<file path="src/rtl/muldiv_ctrl_if.sv">
// Handshake bundle between muldiv_ctrl and the shared mul/div unit.
// master: controller side (drives operands/start/annul); slave: unit side.
//   mul_signed/mul_ina/mul_inb -> multiplier, mul_result <- {hi,lo}
//   div_start/div_signed/div_opdata1/div_opdata2/div_annul -> divider
//   div_result <- {remainder,quotient}, div_ready <- 1-cycle valid
interface muldiv_ctrl_if;
    logic        mul_signed;
    logic [31:0] mul_ina;
    logic [31:0] mul_inb;
    logic [63:0] mul_result;
    logic        div_start;
    logic        div_signed;
    logic [31:0] div_opdata1;
    logic [31:0] div_opdata2;
    logic        div_annul;
    logic [63:0] div_result;
    logic        div_ready;

    modport master (
        output mul_signed,
        output mul_ina,
        output mul_inb,
        input  mul_result,
        output div_start,
        output div_signed,
        output div_opdata1,
        output div_opdata2,
        output div_annul,
        input  div_result,
        input  div_ready
    );

    modport slave (
        input  mul_signed,
        input  mul_ina,
        input  mul_inb,
        output mul_result,
        input  div_start,
        input  div_signed,
        input  div_opdata1,
        input  div_opdata2,
        input  div_annul,
        output div_result,
        output div_ready
    );
endinterface

</file>
<file path="src/rtl/muldiv_ctrl.sv">
// EX-stage mul/div sequencer that owns HI/LO and serves MFHI/MFLO reads.
// Ports: clk, rst (sync, active-high), flush, ex_hold, op_valid, op[2:0],
//   src_a/src_b[31:0] from EX; stallreq, busy, hi_rdata/lo_rdata out;
//   mdu (muldiv_ctrl_if.master) to the shared multiplier/divider.
module muldiv_ctrl #(
    parameter int MUL_LAT     = 2,
    parameter bit DIV0_BYPASS = 1'b1
) (
    input  logic                clk,
    input  logic                rst,
    input  logic                flush,
    input  logic                ex_hold,
    input  logic                op_valid,
    input  logic [2:0]          op,
    input  logic [31:0]         src_a,
    input  logic [31:0]         src_b,
    output logic                stallreq,
    output logic                busy,
    output logic [31:0]         hi_rdata,
    output logic [31:0]         lo_rdata,
    muldiv_ctrl_if.master       mdu
);

    localparam logic [2:0] OP_MULT  = 3'b001;
    localparam logic [2:0] OP_MULTU = 3'b010;
    localparam logic [2:0] OP_DIV   = 3'b011;
    localparam logic [2:0] OP_DIVU  = 3'b100;
    localparam logic [2:0] OP_MTHI  = 3'b101;
    localparam logic [2:0] OP_MTLO  = 3'b110;

    localparam int CW = (MUL_LAT > 1) ? $clog2(MUL_LAT) : 1;

    typedef enum logic [1:0] {
        IDLE,
        MUL_WAIT,
        DIV_WAIT,
        DONE
    } state_t;

    state_t          state;
    logic [CW-1:0]   mul_cnt;
    logic [31:0]     hi_q;
    logic [31:0]     lo_q;

    logic            is_mul;
    logic            is_div;
    logic            idle_op;
    logic            div0;
    logic            mul_done;
    logic            hi_we;
    logic            lo_we;
    logic [31:0]     hi_wd;
    logic [31:0]     lo_wd;

    assign is_mul   = (op == OP_MULT) || (op == OP_MULTU);
    assign is_div   = (op == OP_DIV) || (op == OP_DIVU);
    assign idle_op  = (state == IDLE) && op_valid;
    assign div0     = DIV0_BYPASS && (src_b == 32'd0);
    assign mul_done = (state == MUL_WAIT) && (mul_cnt == '0);

    // The accept cycle must stall combinationally so EX holds the op
    // while its operands are being captured.
    assign stallreq = (idle_op && (is_mul || is_div))
                   || (state == MUL_WAIT)
                   || (state == DIV_WAIT);
    assign busy     = (state != IDLE);

    // start follows the state register; a flush kills it in the same
    // cycle that the abort pulse goes out.
    assign mdu.div_start = (state == DIV_WAIT) && !flush;
    assign mdu.div_annul = (state == DIV_WAIT) && flush;

    // HI/LO write port; flush suppresses every write on its edge.
    always_comb begin
        hi_we = 1'b0;
        lo_we = 1'b0;
        hi_wd = src_a;
        lo_wd = src_a;
        if (!flush) begin
            if (idle_op) begin
                if (op == OP_MTHI) hi_we = 1'b1;
                if (op == OP_MTLO) lo_we = 1'b1;
                if (is_div && div0) begin
                    hi_we = 1'b1;
                    lo_we = 1'b1;
                    lo_wd = 32'hFFFF_FFFF;
                end
            end else if (mul_done) begin
                hi_we = 1'b1;
                lo_we = 1'b1;
                {hi_wd, lo_wd} = mdu.mul_result;
            end else if ((state == DIV_WAIT) && mdu.div_ready) begin
                hi_we = 1'b1;
                lo_we = 1'b1;
                {hi_wd, lo_wd} = mdu.div_result;
            end
        end
    end

    // Same-cycle write is visible to MFHI/MFLO.
    assign hi_rdata = hi_we ? hi_wd : hi_q;
    assign lo_rdata = lo_we ? lo_wd : lo_q;

    always_ff @(posedge clk) begin
        if (rst) begin
            state           <= IDLE;
            mul_cnt         <= '0;
            hi_q            <= '0;
            lo_q            <= '0;
            mdu.mul_signed  <= 1'b0;
            mdu.mul_ina     <= '0;
            mdu.mul_inb     <= '0;
            mdu.div_signed  <= 1'b0;
            mdu.div_opdata1 <= '0;
            mdu.div_opdata2 <= '0;
        end else begin
            if (hi_we) hi_q <= hi_wd;
            if (lo_we) lo_q <= lo_wd;
            if (flush) begin
                state   <= IDLE;
                mul_cnt <= '0;
            end else begin
                unique case (state)
                    IDLE: begin
                        if (op_valid && is_mul) begin
                            mdu.mul_signed <= (op == OP_MULT);
                            mdu.mul_ina    <= src_a;
                            mdu.mul_inb    <= src_b;
                            mul_cnt        <= CW'(MUL_LAT - 1);
                            state          <= MUL_WAIT;
                        end else if (op_valid && is_div) begin
                            if (div0) begin
                                state <= DONE;
                            end else begin
                                mdu.div_signed  <= (op == OP_DIV);
                                mdu.div_opdata1 <= src_a;
                                mdu.div_opdata2 <= src_b;
                                state           <= DIV_WAIT;
                            end
                        end
                    end
                    MUL_WAIT: begin
                        if (mul_cnt == '0) begin
                            state <= DONE;
                        end else begin
                            mul_cnt <= mul_cnt - CW'(1);
                        end
                    end
                    DIV_WAIT: begin
                        if (mdu.div_ready) state <= DONE;
                    end
                    DONE: begin
                        // EX still holds the finished op; do not redo it.
                        if (!ex_hold) state <= IDLE;
                    end
                    default: state <= IDLE;
                endcase
            end
        end
    end

endmodule
</file>
<file path="src/flat_wrapper.sv">
// flat-port wrapper written by rule: the top's interface ports become plain ports
module muldiv_ctrl_flat 
#(
    parameter int MUL_LAT     = 2,
    parameter bit DIV0_BYPASS = 1'b1
)
  (clk, rst, flush, ex_hold, op_valid, op, src_a, src_b, stallreq, busy, hi_rdata, lo_rdata, mdu_mul_signed, mdu_mul_ina, mdu_mul_inb, mdu_mul_result, mdu_div_start, mdu_div_signed, mdu_div_opdata1, mdu_div_opdata2, mdu_div_annul, mdu_div_result, mdu_div_ready);
  muldiv_ctrl_if mdu_i ();
  input  logic clk;
  input  logic rst;
  input  logic flush;
  input  logic ex_hold;
  input  logic op_valid;
  input  logic [2:0] op;
  input  logic [31:0] src_a;
  input  logic [31:0] src_b;
  output logic stallreq;
  output logic busy;
  output logic [31:0] hi_rdata;
  output logic [31:0] lo_rdata;
  output wire logic [$bits(mdu_i.mul_signed)-1:0] mdu_mul_signed;
  output wire logic [$bits(mdu_i.mul_ina)-1:0] mdu_mul_ina;
  output wire logic [$bits(mdu_i.mul_inb)-1:0] mdu_mul_inb;
  input wire logic [$bits(mdu_i.mul_result)-1:0] mdu_mul_result;
  output wire logic [$bits(mdu_i.div_start)-1:0] mdu_div_start;
  output wire logic [$bits(mdu_i.div_signed)-1:0] mdu_div_signed;
  output wire logic [$bits(mdu_i.div_opdata1)-1:0] mdu_div_opdata1;
  output wire logic [$bits(mdu_i.div_opdata2)-1:0] mdu_div_opdata2;
  output wire logic [$bits(mdu_i.div_annul)-1:0] mdu_div_annul;
  input wire logic [$bits(mdu_i.div_result)-1:0] mdu_div_result;
  input wire logic [$bits(mdu_i.div_ready)-1:0] mdu_div_ready;
  assign mdu_mul_signed = mdu_i.mul_signed;
  assign mdu_mul_ina = mdu_i.mul_ina;
  assign mdu_mul_inb = mdu_i.mul_inb;
  assign mdu_i.mul_result = mdu_mul_result;
  assign mdu_div_start = mdu_i.div_start;
  assign mdu_div_signed = mdu_i.div_signed;
  assign mdu_div_opdata1 = mdu_i.div_opdata1;
  assign mdu_div_opdata2 = mdu_i.div_opdata2;
  assign mdu_div_annul = mdu_i.div_annul;
  assign mdu_i.div_result = mdu_div_result;
  assign mdu_i.div_ready = mdu_div_ready;
  muldiv_ctrl #(.MUL_LAT(MUL_LAT), .DIV0_BYPASS(DIV0_BYPASS)) u_core (.clk(clk), .rst(rst), .flush(flush), .ex_hold(ex_hold), .op_valid(op_valid), .op(op), .src_a(src_a), .src_b(src_b), .stallreq(stallreq), .busy(busy), .hi_rdata(hi_rdata), .lo_rdata(lo_rdata), .mdu(mdu_i));
endmodule
</file>
<file path="config.mk">
export PLATFORM = sky130hd
export DESIGN_NAME = muldiv_ctrl_flat
export DESIGN_NICKNAME = d
export VERILOG_FILES = /design/src/rtl/muldiv_ctrl_if.sv /design/src/rtl/muldiv_ctrl.sv /design/src/flat_wrapper.sv
export SDC_FILE = /design/constraint.sdc
export NUM_CORES = 1
export LEC_CHECK = 0
export BUFFER_PORTS_ARGS = -buffer_cell sky130_fd_sc_hd__clkbuf_2
export CAP_MARGIN = 15
export CORE_AREA = 2 2 157 159
export CTS_CLUSTER_SIZE = 12
export DETAILED_ROUTE_END_ITERATION = 8
export DIE_AREA = 0 0 159 161
export PLACE_DENSITY = 0.71
export SETUP_SLACK_MARGIN = 0.4
export SLEW_MARGIN = 30
export SYNTH_ARGS = -nofsm -noshare
export SYNTH_HDL_FRONTEND = slang
export SYNTH_SLANG_ARGS = --single-unit
</file>
<file path="constraint.sdc">
create_clock -name clk -period 6.8 [get_ports clk]
set_clock_uncertainty 0.15 [all_clocks]
set_input_delay 0 -clock clk [delete_from_list [all_inputs] [get_ports clk]]
set_output_delay 0 -clock clk [all_outputs]
set_load 0.02 [all_outputs]
</file>
**After elaboration in Yosys (flattened, before gate mapping)**

Index checks and enable logic that the tools add are counted.

- Add/subtract/negate cells: 1
- Multipliers: 0
- Divide/modulo/power cells: 0
- $lt $le $gt $ge: 0
- Equality and inequality tests: 14
- Shift operators: 0
- Muxes and demuxes: 31
- Bitwise logic cells: 4
- Reductions and logical operators: 24

Operator list:

| kind | count |
|---|---|
| $mux W32 | 11 |
| $logic_not A32 Y1 | 1 |
| $mux W1 | 13 |
| $mux W2 | 5 |
| $eq A3 B3 Y1 const B | 3 |
| $logic_and A1 B1 Y1 | 9 |
| $ne A2 B2 Y1 const B | 4 |
| $pmux W2 S4 | 1 |
| $eq A3 B2 Y1 const B | 2 |
| $logic_or A1 B1 Y1 | 5 |
| $reduce_and A5 Y1 | 1 |
| $eq A2 B2 Y1 const B | 2 |
| $not A1 Y1 | 4 |
| $reduce_and A4 Y1 | 1 |
| $reduce_bool A2 Y1 | 2 |
| $eq A3 B1 Y1 const B | 1 |
| $ne A3 B3 Y1 const B | 1 |
| $reduce_and A3 Y1 | 1 |
| $eq A2 B1 Y1 const B | 1 |
| $logic_not A2 Y1 | 1 |
| $pmux W1 S2 | 1 |
| $reduce_and A2 Y1 | 1 |
| $reduce_or A2 Y1 | 1 |
| $logic_not A1 Y1 | 1 |
| $sub A1 B1 Y1 const B | 1 |

- Bits in registers: 197
- Latch bits: 0
- RAM bits: 0
- ROM bits: 0
- Bits of input ports: 201
- Output and inout port bits: 198
- Word-level logic and storage cells: 84
- Memories kept: 0

**Depth between registers and ports, before layout**

Gate-level depths: netlist of the first run.

- Depth after elaboration: 7
- Mapped depth: 10
- Depth with buffers taken out: 8

**Worst setup path before layout of the first run**

Ideal clock, no wire load.

- Kind: flip-flop to output port
- Start point: register u_core.state[0]
- End point: output port hi_rdata[10]
- Data arrival time: 2.334 ns
- Required time: 6.650 ns
- Setup slack: 4.316 ns
- Cell stages (with the launch flop): 10
- Path buffers: 3
- Path through: dfxtp_1 > inv_1 > ha_1 > a21oi_1 > a21boi_1 > buf_2 > buf_2 > clkbuf_1 > o21ai_0 > a21oi_1

- Longest elaborated chain between the ends: 7
- Elaborated cells on any way between the ends: 15
- Classes of those cells: eq/ne (2); mux (9); reduce/logical (4)

Ends and longest elaborated chain:

| element | line | text |
|---|---|---|
| from (decl) | muldiv_ctrl.sv:40 | `state_t state;` |
| from (signal assigned) | muldiv_ctrl.sv:106 | `state <= IDLE;` |
| from (signal assigned) | muldiv_ctrl.sv:120 | `state <= IDLE;` |
| from (signal assigned) | muldiv_ctrl.sv:130 | `state <= MUL_WAIT;` |
| $eq A2 B2 Y1 | muldiv_ctrl.sv:92 | `end else if ((state == DIV_WAIT) && mdu.div_ready) begin` |
| $logic_and A1 B1 Y1 | muldiv_ctrl.sv:92 |  |
| $mux W32 or $mux W1 (tied branches) | muldiv_ctrl.sv:92 |  |
| $mux W32 or $mux W1 (tied branches) | muldiv_ctrl.sv:88 | `end else if (mul_done) begin` |
| $mux W32 or $mux W1 (tied branches) | muldiv_ctrl.sv:80 | `if (idle_op) begin` |
| $mux W32 or $mux W1 (tied branches) | muldiv_ctrl.sv:79 | `if (!flush) begin` |
| $mux W32 (*) | muldiv_ctrl.sv:101 | `assign hi_rdata = hi_we ? hi_wd : hi_q;` |
| to (decl) | flat_wrapper.sv:19 | `output logic [31:0] hi_rdata;` |

Every way passes the cells marked *; elsewhere a longest branch is shown, timed or not.

**Worst setup path after layout of the first run**

- Start point: register u_core.state[0]
- End point: output port hi_rdata[27]

Same word-level chain as after synthesis.

==> qor.yml, run 1 <==
run_status:
  status: "completed"
detailed_routing:
  vias_per_cell: 5.41
  post_drt_wl_per_cell_um: 18.8
  dr.pass1.iters: 5
  num_vias: 10800
  drtIter0Drc: 1116
  wl_um: 37500
  drc: 0
  detail-route-antenna-nets: 0
logic_synthesis:
  syn_inst: 1179
  synth_ff_type: "dfxtp_1"
  synth.distinct_cells: 37
  synth.most_common_cell: "nand2_1"
  synth_top_area_cell: "dfxtp_1"
  synth.ff_latch_count: 197
  ys_warn_count: 0
  synthTopCellsByCount: "nand2_1 (322), dfxtp_1 (197), a21oi_1 (179)"
  syn_area_um2: 8940
  synth-edff-count: 0
  synth-seq-area-share: 0.441
  yosysTopAreaCellShare: 0.441
  synth_fp_nets: 1384
  syn_area_per_cell_um2: 7.58
  synth.top_cells.by_area: "dfxtp_1 (44%), nand2_1 (14%), a21oi_1 (10%)"
  async_flop_share: 0
global_route:
  overflow: 0
  groute.usage.overall: 0.281
  antenna_found_initial: 0
  grt_pass1_wl_um: 57500
  grt_max_degree: 101
  grt_pass1_vias: 10500
clock_tree:
  cts_tree: "yes"
  clock_latency_ns: 0.43
  post_cts_buffers: 0
  root_buffer: "clkbuf_16"
  ctsResizeCount: 0
  cts.reportedPaths.clkPinSlew_ns: 0.08
  cts_buffer_depth: 2
  htree_levels: 4
  hold_buffers: 155
  cts_sinks: 197
  cts_made_buffers: 17
timing:
  tightestPinTransition_ns: 0.892
  rsz0062_at_grt: "no"
  finalHoldViolations: 0
  fmax_mhz: 217
  finalCriticalPeriod_ns: 4.61
  fin_crit_sh: 0.678
  slew_viol_final: 0
  max-slew-margin-rel: 0.404
  fin_setup_tns_ns: 0
  finalSetupViolCount: 0
finish:
  drive_above_1_share: 0.282
  postLayoutCoreUtil: 0.555
  design_area_um2: 13300
  syn2layout_area_growth_pct: 48.7
  fin_cells: 1999
  insertedDiodeCount: 0
  fin_nets: 1867
pwr:
  power_density_nw_per_um2: 207
  leakagePower_nw: 5.76
  total_power_mw: 2.75
  ir_drop_uv: 139
placed_design:
  gp_congestion: 0.854
  place_area_um2: 11100
  dp_cells: 1812
  hpwlAfterDp_um: 24100
  portBuffers: 398
setup_path:
  cp.required_ns: 6.65
  cp-end-kind: "output pin"
  crit_chain: "inv_1 > ha_1 > a21oi_4 > a21boi_4 > buf_4 > a211o_2 > buf_4 > nor2_1 > a21oi_1 > clkbuf_2"
  crit_fanout: 96
  cp_slowest_stage_delay_ns: 0.74
  criticalPathCategory: "flip-flop to output pin"
  critPathMostFrequentCell: "buf_4"
  arrival_ns: 4.46
  startpoint_type: "flip-flop"
  slowest_stage: "a21oi_4"
  crit_family: "compound AO/OA/AOI/OAI gates"
  critPathBufInv: 4
floorplan:
  dieArea_um2: 25600
  placementRows: 57
  die_y_um: 161
  start_util: 0.373
  core-area_um2: 24000
  die_x_um: 159
  ioPinCount: 399
flow_run:
  max_cap_violations: 0
hold_path:
  min_path_type: "input pin to flip-flop"
-- stage by stage --
stage          hold WS (ns)  worst slack [ns]
3_5_place_dp          0.106              2.83
6_report             0.0242              2.19
5_1_grt              0.0164              1.91
4_1_cts             0.00248              2.33
2_1_floorplan       -0.0140              4.32
3_3_place_gp          0.104              2.97
-- area by class of cell --
cell class,instances,area [um^2]
Clock buffer,17,425
Clock inverter,15,199
Fill cell,2194,10700
Inverter,4,15.0
Multi-Input combinational cell,874,4630
Sequential cell,197,3940
Tap cell,324,405
Timing Repair Buffer,568,3670
-- flip-flops by register name (all words and copies together), names as in the netlist --
| signal | count |
|---|---|
| u_core.mdu.div_signed | 1 |
| u_core.mdu.mul_signed | 1 |
| u_core.lo_q | 32 |
| u_core.mdu.mul_ina | 32 |
| u_core.hi_q | 32 |
| u_core.mdu.div_opdata2 | 32 |
| u_core.mdu.div_opdata1 | 32 |
| u_core.state | 2 |
| u_core.mdu.mul_inb | 32 |
| u_core.mul_cnt | 1 |
-- cells by family (layout without fill, tap and decap cells) --
logic type | after synthesis | count (layout) | synth area share
flip-flops | 197 | 197 | 0.441
XOR/XNOR | 1 | 1 | 0.000980
multiplexers | 12 | 12 | 0.0148
AO/OA/AOI/OAI | 391 | 391 | 0.266
adder cells (fa/ha/maj) | 4 | 4 | 0.00560
buffers and inverters | 108 | 604 | 0.0482
AND/OR/NAND/NOR | 466 | 466 | 0.223
-- layout by cell type (no fill, tap or decap), drive strengths merged, types with 2 or more instances in the layout --
| cell type | n |
|---|---|
| nor4 | 10 |
| dfxtp | 197 |
| dlygate4sd3 | 155 |
| mux2 | 10 |
| nand2 | 322 |
| ha | 4 |
| o21ai | 57 |
| nor3 | 4 |
| and2 | 2 |
| buf | 16 |
| a22o | 22 |
| inv | 12 |
| nor2b | 23 |
| a21oi | 179 |
| clkinv | 5 |
| nor2 | 63 |
| a211oi | 65 |
| and3 | 23 |
| a221o | 22 |
| or4 | 2 |
| or3 | 10 |
| o22ai | 42 |
| mux2i | 2 |
| clkbuf | 414 |
-- power breakdown --
| part | internal, mW | switching [mW] |
|---|---|---|
| Sequential | 1.18 | 0.0137 |
| Combinational | 0.193 | 0.289 |
| Clock | 0.539 | 0.536 |
-- worst paths after layout --
kind                           from                     end  slack (ns)  cells past startpoint
max                 u_core.state[0]            hi_rdata[27]        2.19                     10
min              mdu_mul_result[19]         u_core.lo_q[19]        0.02                      5
max reg2reg         u_core.state[0]         u_core.hi_q[27]        2.66                      9
min reg2reg  u_core.mdu.mul_inb[28]  u_core.mdu.mul_inb[28]        0.31                      2
-- layer usage --
| layer | up-vias | track usage | share of wire |
|---|---|---|---|
| li1 | 5098 | - | - |
| met4 | 0 | 0.114 | 0.034 |
| met2 | 608 | 0.469 | 0.47 |
| met1 | 5011 | 0.353 | 0.41 |
| met5 | - | 0 | 0 |
| met3 | 89 | 0.0627 | 0.081 |
-- worst min-delay path: stages --
cell	delay, ns
clkbuf_2	0.08
nor2_1	0.04
o21ai_0	0.15
a22o_1	0.15
nor2b_1	0.14
No activity file was read; power rests on OpenSTA's default activity.
==> inputs of run 2 (changes only) <==
- ABC_AREA: unset -> 1
- CORE_AREA: 2 2 157 159 -> 2 2 215 111
- DIE_AREA: 0 0 159 161 -> 0 0 217 113
- PLACE_DENSITY: 0.71 -> 0.82
- clock period: 6.8 -> 3.8 ns (I/O delays scaled with it)
==> run 2 against run 1 <==
  * Highest routed layer unchanged
  * First-iteration DRC count rose by 46%
  * Combinational power rose to 3.3 times the previous value
  * Non-clock buffer count rose by 4
  * Area after synthesis rose by 13%
  * Flip-flop and latch count did not move
  * Largest power group unchanged
  * Worst setup slack got worse by 1.6 ns
==> qor.yml, run 2 <==
run_status:
  status: "completed"
clock_tree:
  cts_sinks: 197
  cts_made_buffers: 17
  clock_latency_ns: 0.46
  htree_levels: 4
  post_cts_buffers: 0
  root_buffer: "clkbuf_16"
  cts_buffer_depth: 2
  cts_tree: "yes"
  cts.reportedPaths.clkPinSlew_ns: 0.08
floorplan:
  die_y_um: 113
  placementRows: 39
  start_util: 0.447
  dieArea_um2: 24500
  ioPinCount: 399
  core-area_um2: 22500
  die_x_um: 217
setup_path:
  cp_slowest_stage_delay_ns: 0.57
  critPathMostFrequentCell: "dlygate4sd3_1"
  crit_chain: "inv_1 > ha_1 > nand4_1 > buf_4 > or3_1 > dlygate4sd3_1 > a21oi_1 > dlygate4sd3_1"
  slowest_stage: "dlygate4sd3_1"
  arrival_ns: 3.44
  cp.required_ns: 4.05
  startpoint_type: "flip-flop"
  criticalPathCategory: "flip-flop to flip-flop"
  crit_fanout: 80
  cp-end-kind: "flip-flop"
timing:
  fmax_mhz: 314
  finalSetupViolCount: 0
  tightestPinTransition_ns: 0.738
  fin_setup_tns_ns: 0
  fin_crit_sh: 0.839
  rsz0062_at_grt: "no"
  max-slew-margin-rel: 0.508
  finalCriticalPeriod_ns: 3.19
  slew_viol_final: 0
  finalHoldViolations: 0
placed_design:
  gp_congestion: 0.979
  portBuffers: 398
  dp_cells: 2209
  hpwlAfterDp_um: 27600
global_route:
  grt_max_degree: 81
  groute.usage.overall: 0.322
  grt_pass1_wl_um: 61500
  overflow: 0
  antenna_found_initial: 0
  grt_pass1_vias: 11400
logic_synthesis:
  synth_ff_type: "dfxtp_1"
  ys_warn_count: 0
  async_flop_share: 0
  syn_inst: 1597
  synth_fp_nets: 1802
  synth.ff_latch_count: 197
  yosysTopAreaCellShare: 0.391
  synth_top_area_cell: "dfxtp_1"
  synth.top_cells.by_area: "dfxtp_1 (39%), nand2_1 (10%), inv_1 (10%)"
  synth.distinct_cells: 28
  synthTopCellsByCount: "nand2_1 (278), inv_1 (270), nor2_1 (221)"
  synth.most_common_cell: "nand2_1"
  synth-seq-area-share: 0.391
  syn_area_per_cell_um2: 6.31
  synth-edff-count: 0
  syn_area_um2: 10100
finish:
  fin_nets: 2282
  syn2layout_area_growth_pct: 42.4
  fillers: 2068
  insertedDiodeCount: 0
  layout_common_cells: "clkbuf_2 (397), nand2_1 (277), inv_1 (268)"
  fin_cells: 2397
  postLayoutCoreUtil: 0.637
  final_common_cell: "clkbuf_2"
  drive_above_1_share: 0.225
pwr:
  ir_drop_uv: 298
  power_density_nw_per_um2: 396
  total_power_mw: 5.68
  leakagePower_nw: 7.42
detailed_routing:
  drtIter0Drc: 1624
  post_drt_wl_per_cell_um: 16.9
  drc: 0
  vias_per_cell: 5.20
  detail-route-antenna-nets: 0
  dr.pass1.iters: 6
  wl_um: 40500
  num_vias: 12500
flow_run:
  max_cap_violations: 0
hold_path:
  min_path_type: "input pin to flip-flop"
==> run 2: cell types whose count changed after synthesis, sizes merged, moves of 42 or more <==
cell | previous run | this run
inv | 4 | 271
nand3 | 0 | 198
nor2 | 63 | 221
a211oi | 65 | 0
o21ai | 57 | 121
a21oi | 179 | 135
nand2 | 322 | 280
o22ai | 42 | 0
==> run 2: repair_timing <==
action | 4_1_cts | 5_1_grt
endpoints found under the hold margin | 194 | 0
resized for setup | 0 | 6
hold buffers | 155 | 0
setup endpoints to repair | 0 | 87
==> run 2: kinds of logic after synthesis <==
family,count (synthesis),synth area share
adder cells (fa/ha/maj),4,0.00497
AO/OA/AOI/OAI,303,0.163
AND/OR/NAND/NOR,710,0.293
buffers and inverters,383,0.148
flip-flops,197,0.391
==> run 2: per-layer routing <==
metal	global-route usage	routed length, um	vias up
li1	-	-	5991
met5	0	0	-
met4	0.181	2340	0
met3	0.0728	3980	187
met2	0.504	17800	756
met1	0.413	16400	5519
==> run 2: cell type report <==
| cell class | count | area [um^2] | area share |
|---|---|---|---|
| clock buffer | 19 | 443 | 0.0309 |
| clock inverter | 13 | 161 | 0.0112 |
| inverter | 271 | 1020 | 0.0710 |
| multi-input combinational | 1018 | 4680 | 0.326 |
| sequential | 197 | 3940 | 0.275 |
| tap | 307 | 384 | 0.0268 |
| timing repair buffer | 572 | 3720 | 0.259 |
==> run 2: path summary, 6_finish.rpt <==
path | from | end | slack [ns] | cells after the start
worst max-delay path | u_core.state[1] | u_core.mdu.mul_signed | 0.61 | 8
worst min-delay path | mdu_div_result[50] | u_core.hi_q[18] | 0.009 | 7
worst max register to register | u_core.state[1] | u_core.mdu.mul_signed | 0.61 | 8
worst min register to register | u_core.mdu.div_opdata1[31] | u_core.mdu.div_opdata1[31] | 0.29 | 2
==> run 2: critical path, delay by kind of cell, from the launching register on <==
family	cells	cell delay [ns]
buffers and inverters	4	1.62
AND/OR/NAND/NOR	2	0.58
flip-flops	1	0.33
adder cells (fa/ha/maj)	1	0.33
AO/OA/AOI/OAI	1	0.12
==> run 2: metrics by stage <==
| stage | hold slack, ns | setup WS (ns) | area [um^2] |
|---|---|---|---|
| after global routing | 0.0371 | 0.412 | 14400 |
| final | 0.00859 | 0.612 | 14400 |
| after global placement | 0.160 | 0.948 | 12200 |
| after CTS | 0.000766 | 0.504 | 14300 |
| after floorplan | 0.0240 | 1.80 | 10100 |
| after detailed placement | 0.173 | 0.838 | 12200 |
==> run 2: power breakdown <==
group	internal [mW]	switching, mW
logic	0.581	1.01
registers	2.18	0.0427
clock network	0.958	0.910
